<file path="src/rtl/alu_ctrl.sv">
// alu_ctrl: sequencer that decodes a subset of 6502 ALU opcodes, fetches a
// zero-page operand when needed, drives an external ALU for ALU_LAT cycles
// and retires the result into the architectural A and P registers.
// Optional feature: define ALU_CTRL_ZP_EN to enable zero-page addressing
// (FETCH/WAIT states and the memory read port). Without it, zero-page
// opcodes are rejected as illegal and the memory port is tied off.
module alu_ctrl #(
  parameter int          ALU_LAT      = 1,
  parameter logic [7:0]  RESET_ACC    = 8'h00,
  parameter logic [7:0]  RESET_STATUS = 8'h00
) (
  input  logic       clk,
  input  logic       rst,
  input  logic       in_valid,
  output logic       in_ready,
  input  logic [7:0] in_opcode,
  input  logic [7:0] in_arg,
  output logic       mem_rd,
  output logic [7:0] mem_addr,
  input  logic [7:0] mem_rdata,
  output logic [3:0] alu_op,
  output logic [7:0] alu_acc,
  output logic [7:0] alu_operand,
  output logic [7:0] alu_status,
  input  logic [7:0] alu_result,
  input  logic [7:0] alu_status_in,
  output logic [7:0] acc_out,
  output logic [7:0] status_out,
  output logic       done,
  output logic       illegal
);

  localparam logic [3:0] OP_ADC  = 4'd1;
  localparam logic [3:0] OP_SBC  = 4'd2;
  localparam logic [3:0] OP_AND  = 4'd3;
  localparam logic [3:0] OP_EOR  = 4'd4;
  localparam logic [3:0] OP_ORA  = 4'd5;
  localparam logic [3:0] OP_BIT  = 4'd6;
  localparam logic [3:0] OP_ASL  = 4'd7;
  localparam logic [3:0] OP_LSR  = 4'd8;
  localparam logic [3:0] OP_ROL  = 4'd9;
  localparam logic [3:0] OP_ROR  = 4'd10;
  localparam logic [3:0] OP_NONE = 4'hF;
  localparam int         CW      = (ALU_LAT > 1) ? $clog2(ALU_LAT) : 1;

`ifdef ALU_CTRL_ZP_EN
  typedef enum logic [2:0] {IDLE, FETCH, WAIT, EXEC, WB} state_t;
`else
  typedef enum logic [2:0] {IDLE, EXEC, WB} state_t;
`endif

  state_t        state, state_nx;
  logic [3:0]    op_q;
  logic [7:0]    opnd_q;
  logic [7:0]    acc, stat;
  logic          illegal_q;
  logic [CW-1:0] lat_cnt;
  logic          accept, exec_last;
  logic          dec_legal, dec_zp, dec_accm;
  logic [3:0]    dec_op;

  // Only IDLE offers in_ready, so acceptance is in_valid while idle.
  assign accept    = in_valid && (state == IDLE);
  assign exec_last = (state == EXEC) && (lat_cnt == CW'(ALU_LAT - 1));

  // Opcode decode: legality, addressing mode and ALU function.
  always_comb begin
    dec_legal = 1'b0;
    dec_zp    = 1'b0;
    dec_accm  = 1'b0;
    dec_op    = OP_NONE;
    case (in_opcode)
      8'h09: begin dec_legal = 1'b1; dec_op = OP_ORA; end
      8'h29: begin dec_legal = 1'b1; dec_op = OP_AND; end
      8'h49: begin dec_legal = 1'b1; dec_op = OP_EOR; end
      8'h69: begin dec_legal = 1'b1; dec_op = OP_ADC; end
      8'hE9: begin dec_legal = 1'b1; dec_op = OP_SBC; end
      8'h0A: begin dec_legal = 1'b1; dec_accm = 1'b1; dec_op = OP_ASL; end
      8'h2A: begin dec_legal = 1'b1; dec_accm = 1'b1; dec_op = OP_ROL; end
      8'h4A: begin dec_legal = 1'b1; dec_accm = 1'b1; dec_op = OP_LSR; end
      8'h6A: begin dec_legal = 1'b1; dec_accm = 1'b1; dec_op = OP_ROR; end
`ifdef ALU_CTRL_ZP_EN
      8'h05: begin dec_legal = 1'b1; dec_zp = 1'b1; dec_op = OP_ORA; end
      8'h25: begin dec_legal = 1'b1; dec_zp = 1'b1; dec_op = OP_AND; end
      8'h45: begin dec_legal = 1'b1; dec_zp = 1'b1; dec_op = OP_EOR; end
      8'h65: begin dec_legal = 1'b1; dec_zp = 1'b1; dec_op = OP_ADC; end
      8'hE5: begin dec_legal = 1'b1; dec_zp = 1'b1; dec_op = OP_SBC; end
      8'h24: begin dec_legal = 1'b1; dec_zp = 1'b1; dec_op = OP_BIT; end
`endif
      default: ;
    endcase
  end

  // State register.
  always_ff @(posedge clk) begin
    if (rst) state <= IDLE;
    else     state <= state_nx;
  end

  // Next-state and per-state output strobes.
  always_comb begin
    state_nx = state;
    in_ready = 1'b0;
    mem_rd   = 1'b0;
    done     = 1'b0;
    alu_op   = OP_NONE;
    case (state)
      IDLE: begin
        in_ready = 1'b1;
        if (accept && dec_legal) begin
`ifdef ALU_CTRL_ZP_EN
          state_nx = dec_zp ? FETCH : EXEC;
`else
          state_nx = EXEC;
`endif
        end
      end
`ifdef ALU_CTRL_ZP_EN
      FETCH: begin
        mem_rd   = 1'b1;
        state_nx = WAIT;
      end
      WAIT: state_nx = EXEC;
`endif
      EXEC: begin
        alu_op = op_q;
        if (exec_last) state_nx = WB;
      end
      WB: begin
        done     = 1'b1;
        state_nx = IDLE;
      end
      default: state_nx = IDLE;
    endcase
  end

  // Cycles spent in EXEC; restarts whenever EXEC is left.
  always_ff @(posedge clk) begin
    if (rst || state != EXEC) lat_cnt <= '0;
    else                      lat_cnt <= lat_cnt + 1'b1;
  end

  // Instruction latch, operand capture and A/P retirement. A/P are written
  // on the last EXEC edge so the new values are already visible in WB while
  // done is high; a reset on that edge wins and nothing is retired.
  always_ff @(posedge clk) begin
    if (rst) begin
      acc       <= RESET_ACC;
      stat      <= RESET_STATUS;
      illegal_q <= 1'b0;
      op_q      <= OP_NONE;
      opnd_q    <= 8'h00;
    end else begin
      illegal_q <= accept && !dec_legal;
      if (accept && dec_legal) begin
        op_q   <= dec_op;
        opnd_q <= dec_accm ? acc : in_arg;
      end
`ifdef ALU_CTRL_ZP_EN
      if (state == WAIT) opnd_q <= mem_rdata;
`endif
      if (exec_last) begin
        stat <= alu_status_in;
        if (op_q != OP_BIT) acc <= alu_result;
      end
    end
  end

`ifdef ALU_CTRL_ZP_EN
  logic [7:0] arg_q;

  // Zero-page address is held from acceptance; it is only presented in FETCH.
  always_ff @(posedge clk) begin
    if (rst)                       arg_q <= 8'h00;
    else if (accept && dec_legal)  arg_q <= in_arg;
  end

  assign mem_addr = mem_rd ? arg_q : 8'h00;
`else
  logic unused_zp;
  assign unused_zp = ^{mem_rdata, dec_zp};
  assign mem_addr  = 8'h00;
`endif

  assign illegal     = illegal_q;
  assign alu_acc     = acc;
  assign alu_operand = opnd_q;
  assign alu_status  = stat;
  assign acc_out     = acc;
  assign status_out  = stat;

endmodule

</file>
<file path="config.mk">
export PLATFORM = sky130hd
export DESIGN_NAME = alu_ctrl
export DESIGN_NICKNAME = d
export VERILOG_FILES = /design/src/rtl/alu_ctrl.sv
export SDC_FILE = /design/constraint.sdc
export NUM_CORES = 1
export LEC_CHECK = 0
export CAP_MARGIN = 30
export CORE_MARGIN = 5
export CORE_UTILIZATION = 34
export DETAILED_ROUTE_END_ITERATION = 12
export GPL_ROUTABILITY_DRIVEN = 1
export GPL_TIMING_DRIVEN = 1
export PLACE_DENSITY = 0.84
export SLEW_MARGIN = 20
export SYNTH_ARGS = -nofsm -noshare
export SYNTH_HDL_FRONTEND = slang
export SYNTH_SLANG_ARGS = --single-unit
</file>
<file path="constraint.sdc">
create_clock -name clk -period 1.4 [get_ports clk]
set_clock_uncertainty 0.1 [all_clocks]
set_input_delay 0.21 -clock clk [delete_from_list [all_inputs] [get_ports clk]]
set_output_delay 0.21 -clock clk [all_outputs]
set_load 0.005 [all_outputs]
</file>
==> impl_metrics.env <==
export IMPL_status="finished, violations left"
export IMPL_violations="negative setup slack"
export IMPL_cts_hold_buf=0
export IMPL_clkSlewWorstSetupHoldPaths_ps=70
export IMPL_fmax_mhz=674
export IMPL_vias=1671
export IMPL_rsz0062_at_grt="yes"
export IMPL_n_fill_cell=437
export IMPL_cap_violations=0
export IMPL_die_h_um=80.0
export IMPL_hold_viol=0
export IMPL_synth_top_family_by_area="simple AND/OR/NAND/NOR gates"
export IMPL_numClockSinks=32
export IMPL_port_buffers=81
export IMPL_nets=323
export IMPL_synthMuxAreaShare_pct=9.62
export IMPL_ios=99
export IMPL_synth_avg_cell_area_um2=8.95
export IMPL_rows=25
export IMPL_setup_slack_ps=-84.3
export IMPL_dr_pass1_iters=4
export IMPL_total_power_mw=1.95
export IMPL_startpoint_type="flop"
export IMPL_power_leakage_nw=1.37
export IMPL_routed_wl_mm=5.10
export IMPL_async_reset_ff_share_pct=0
export IMPL_netlist_instances=186
export IMPL_ys_types=38
export IMPL_grt_use_met2_pct=27.2
export IMPL_start_util_pct=35.0
export IMPL_final_setup_viol_count=18
export IMPL_fin_crit_ps=1480
export IMPL_synth_edf_count=0
export IMPL_ys_ff_latch=32
export IMPL_die_area_mm2=0.00640
export IMPL_slowest_delay_ps=360
export IMPL_setup_tns_final_ps=-865
export IMPL_crit_path_top_delay_cell="dfxtp_2"
export IMPL_stdcell_count=348
export IMPL_endpoint_kind="flop"
export IMPL_drc=0
export IMPL_crit_family="simple AND/OR/NAND/NOR gates"
export IMPL_core_mm2=0.00475
export IMPL_drive_above_1_share_pct=30.6
export IMPL_gp_congestion=0.812
export IMPL_dp_cells=326
export IMPL_cts_tree="done"
export IMPL_grt_start_max_net_pins=14
export IMPL_path_cells="buf_6 > nor3b_4 > nor2b_4 > buf_8 > mux2i_1 > nor2_1"
export IMPL_viasPerCell=4.80
export IMPL_critPathKind="flop to flop"
export IMPL_cts_buffers=5
export IMPL_critPathArrivalTime_ps=1550
export IMPL_yosys_warnings=0
export IMPL_synthAdderAreaFrac_pct=0
export IMPL_final_common_cell="dlygate4sd2_1"
export IMPL_grt_pass1_wl_mm=7.77
export IMPL_synthesis_area_mm2=0.00167
export IMPL_hold_class="flop to flop"
export IMPL_grt_overflow_total=0
export IMPL_path_buf_inv=2
export IMPL_power_density_mw_per_mm2=696
export IMPL_slew_violations=0
export IMPL_dp_hpwl_mm=3.64
export IMPL_antennaDiodeCount=0
export IMPL_worstPathMaxFanout=8
export IMPL_cts_buffer_depth=2
export IMPL_htreeDepth=2
export IMPL_synth_simple_area_share_pct=22.6
export IMPL_grt_usage_pct=15.6
export IMPL_grt_use_met3_pct=5.53
export IMPL_clock_latency_ps=280
export IMPL_drt_wirelength_per_cell_um=14.7
export IMPL_drt_iter0_drc=66
export IMPL_die_width_um=80.0
export IMPL_ir_drop_mv=0.367
export IMPL_yosysSeqAreaShare_pct=38.5
export IMPL_required_ps=1470
export IMPL_cts_root_buf="clkbuf_8"
export IMPL_top_usage_layer="met2"
export IMPL_use_met1_pct=17.2
export IMPL_most_common_layout_cells="50 x dlygate4sd2_1, 26 x clkdlybuf4s50_1, 19 x nor2_1, 19 x dfxtp_2, 19 x buf_4"
export IMPL_synth_compound_area_share_pct=13.1
export IMPL_antenna_found_initial=0
export IMPL_area_growth_pct=68.4
export IMPL_yosys_area_share_xor_xnor_pct=0.526
export IMPL_final_antenna_net_count=0
export IMPL_synthFlopType="dfxtp_1"
export IMPL_period_share_pct=106
export IMPL_first_global_vias=1644
## worst min-delay path, stage by stage, from the launching register on
cell	delay (ps)
dfxtp_1	330
nand2_1	60
a21oi_1	60
## where the power goes
group          internal (mW)  leakage, nW  switching [mW]
Clock                  0.401       0.0455           0.331
Combinational          0.172         1.06           0.123
Sequential             0.920        0.269         0.00732
## what timing repair did
action	in CTS	in global routing
endpoints found under the setup margin	61	31
gates resized for setup	107	16
pin swaps	4	4
gates cloned	2	0
setup buffers	9	3
## layer usage
| layer | vias up | wire [um] |
|---|---|---|
| met5 | - | 0 |
| met4 | 0 | 72 |
| met3 | 10 | 456 |
| met2 | 74 | 2690 |
| met1 | 782 | 1890 |
| li1 | 805 | - |
## flip-flops by register name (all words and copies together), names as in the netlist
register     cells
acc_out          8
alu_operand      8
alu_status       8
illegal          1
lat_cnt          1
op_q             4
state            2
## cell families (layout without fill, tap and decap cells)
family                    count (synthesis)  count (layout)
other                                     1               9
xor gates and xnor gates                  1               1
and+or+nand+nor                          71              72
DFF                                      32              32
muxes                                    16              16
buffers and inverters                    38             124
AOI/OAI and AO/OA                        27              27
## final cells by class
class | count | area (um^2) | area share (%)
tap | 67 | 83.8 | 2.99
timing repair buffer | 113 | 1040 | 37.1
multi-input combinational | 125 | 912 | 32.5
sequential | 32 | 668 | 23.8
inverter | 3 | 11.3 | 0.401
clock buffer | 8 | 90.1 | 3.21
## cell usage after synthesis (2+ instances only)
cell,instances,area [um^2]
nor2b_1,3,18.8
a211oi_1,3,22.5
nor3_1,2,10.0
nand4_1,6,37.5
nand2_1,15,56.3
clkbuf_1,3,11.3
o211a_1,6,60.1
buf_4,26,195
buf_6,2,22.5
nor3b_2,2,25.0
mux2i_1,16,160
o21ai_0,4,20.0
nor2_1,20,75.1
and2_1,2,12.5
buf_1,2,7.51
inv_1,3,11.3
nand3_1,6,30.0
a21oi_1,6,30.0
nand2b_1,5,31.3
a31oi_1,2,12.5
nor3b_1,2,15.0
buf_2,2,10.0
a311oi_2,2,30.0
dfxtp_1,32,641
## stage by stage
| stage | hold slack, ps | area, um^2 | util (%) | setup WS, ps |
|---|---|---|---|---|
| floorplan | 257 | 1710 | - | 42.9 |
| detailed placement | 364 | 2530 | 53.2 | -467 |
| global route | 421 | 2810 | 59.0 | -171 |
| finish | 389 | 2810 | 59.0 | -84.3 |
| CTS | 364 | 2730 | 57.4 | -103 |
| global placement | 357 | 2530 | 53.2 | -431 |
## worst paths after layout
path                             end                  start  slack, ps  cells past startpoint
max          acc_out[7]$_SDFFE_PP0P_  state[0]$_SDFFE_PP0P_        -80                      6
min            state[0]$_SDFFE_PP0P_     lat_cnt$_SDFF_PP0_        390                      2
max reg2reg  acc_out[7]$_SDFFE_PP0P_  state[0]$_SDFFE_PP0P_        -80                      6
min reg2reg    state[0]$_SDFFE_PP0P_     lat_cnt$_SDFF_PP0_        390                      2
Note: power is estimated with default switching activity, not from simulation.
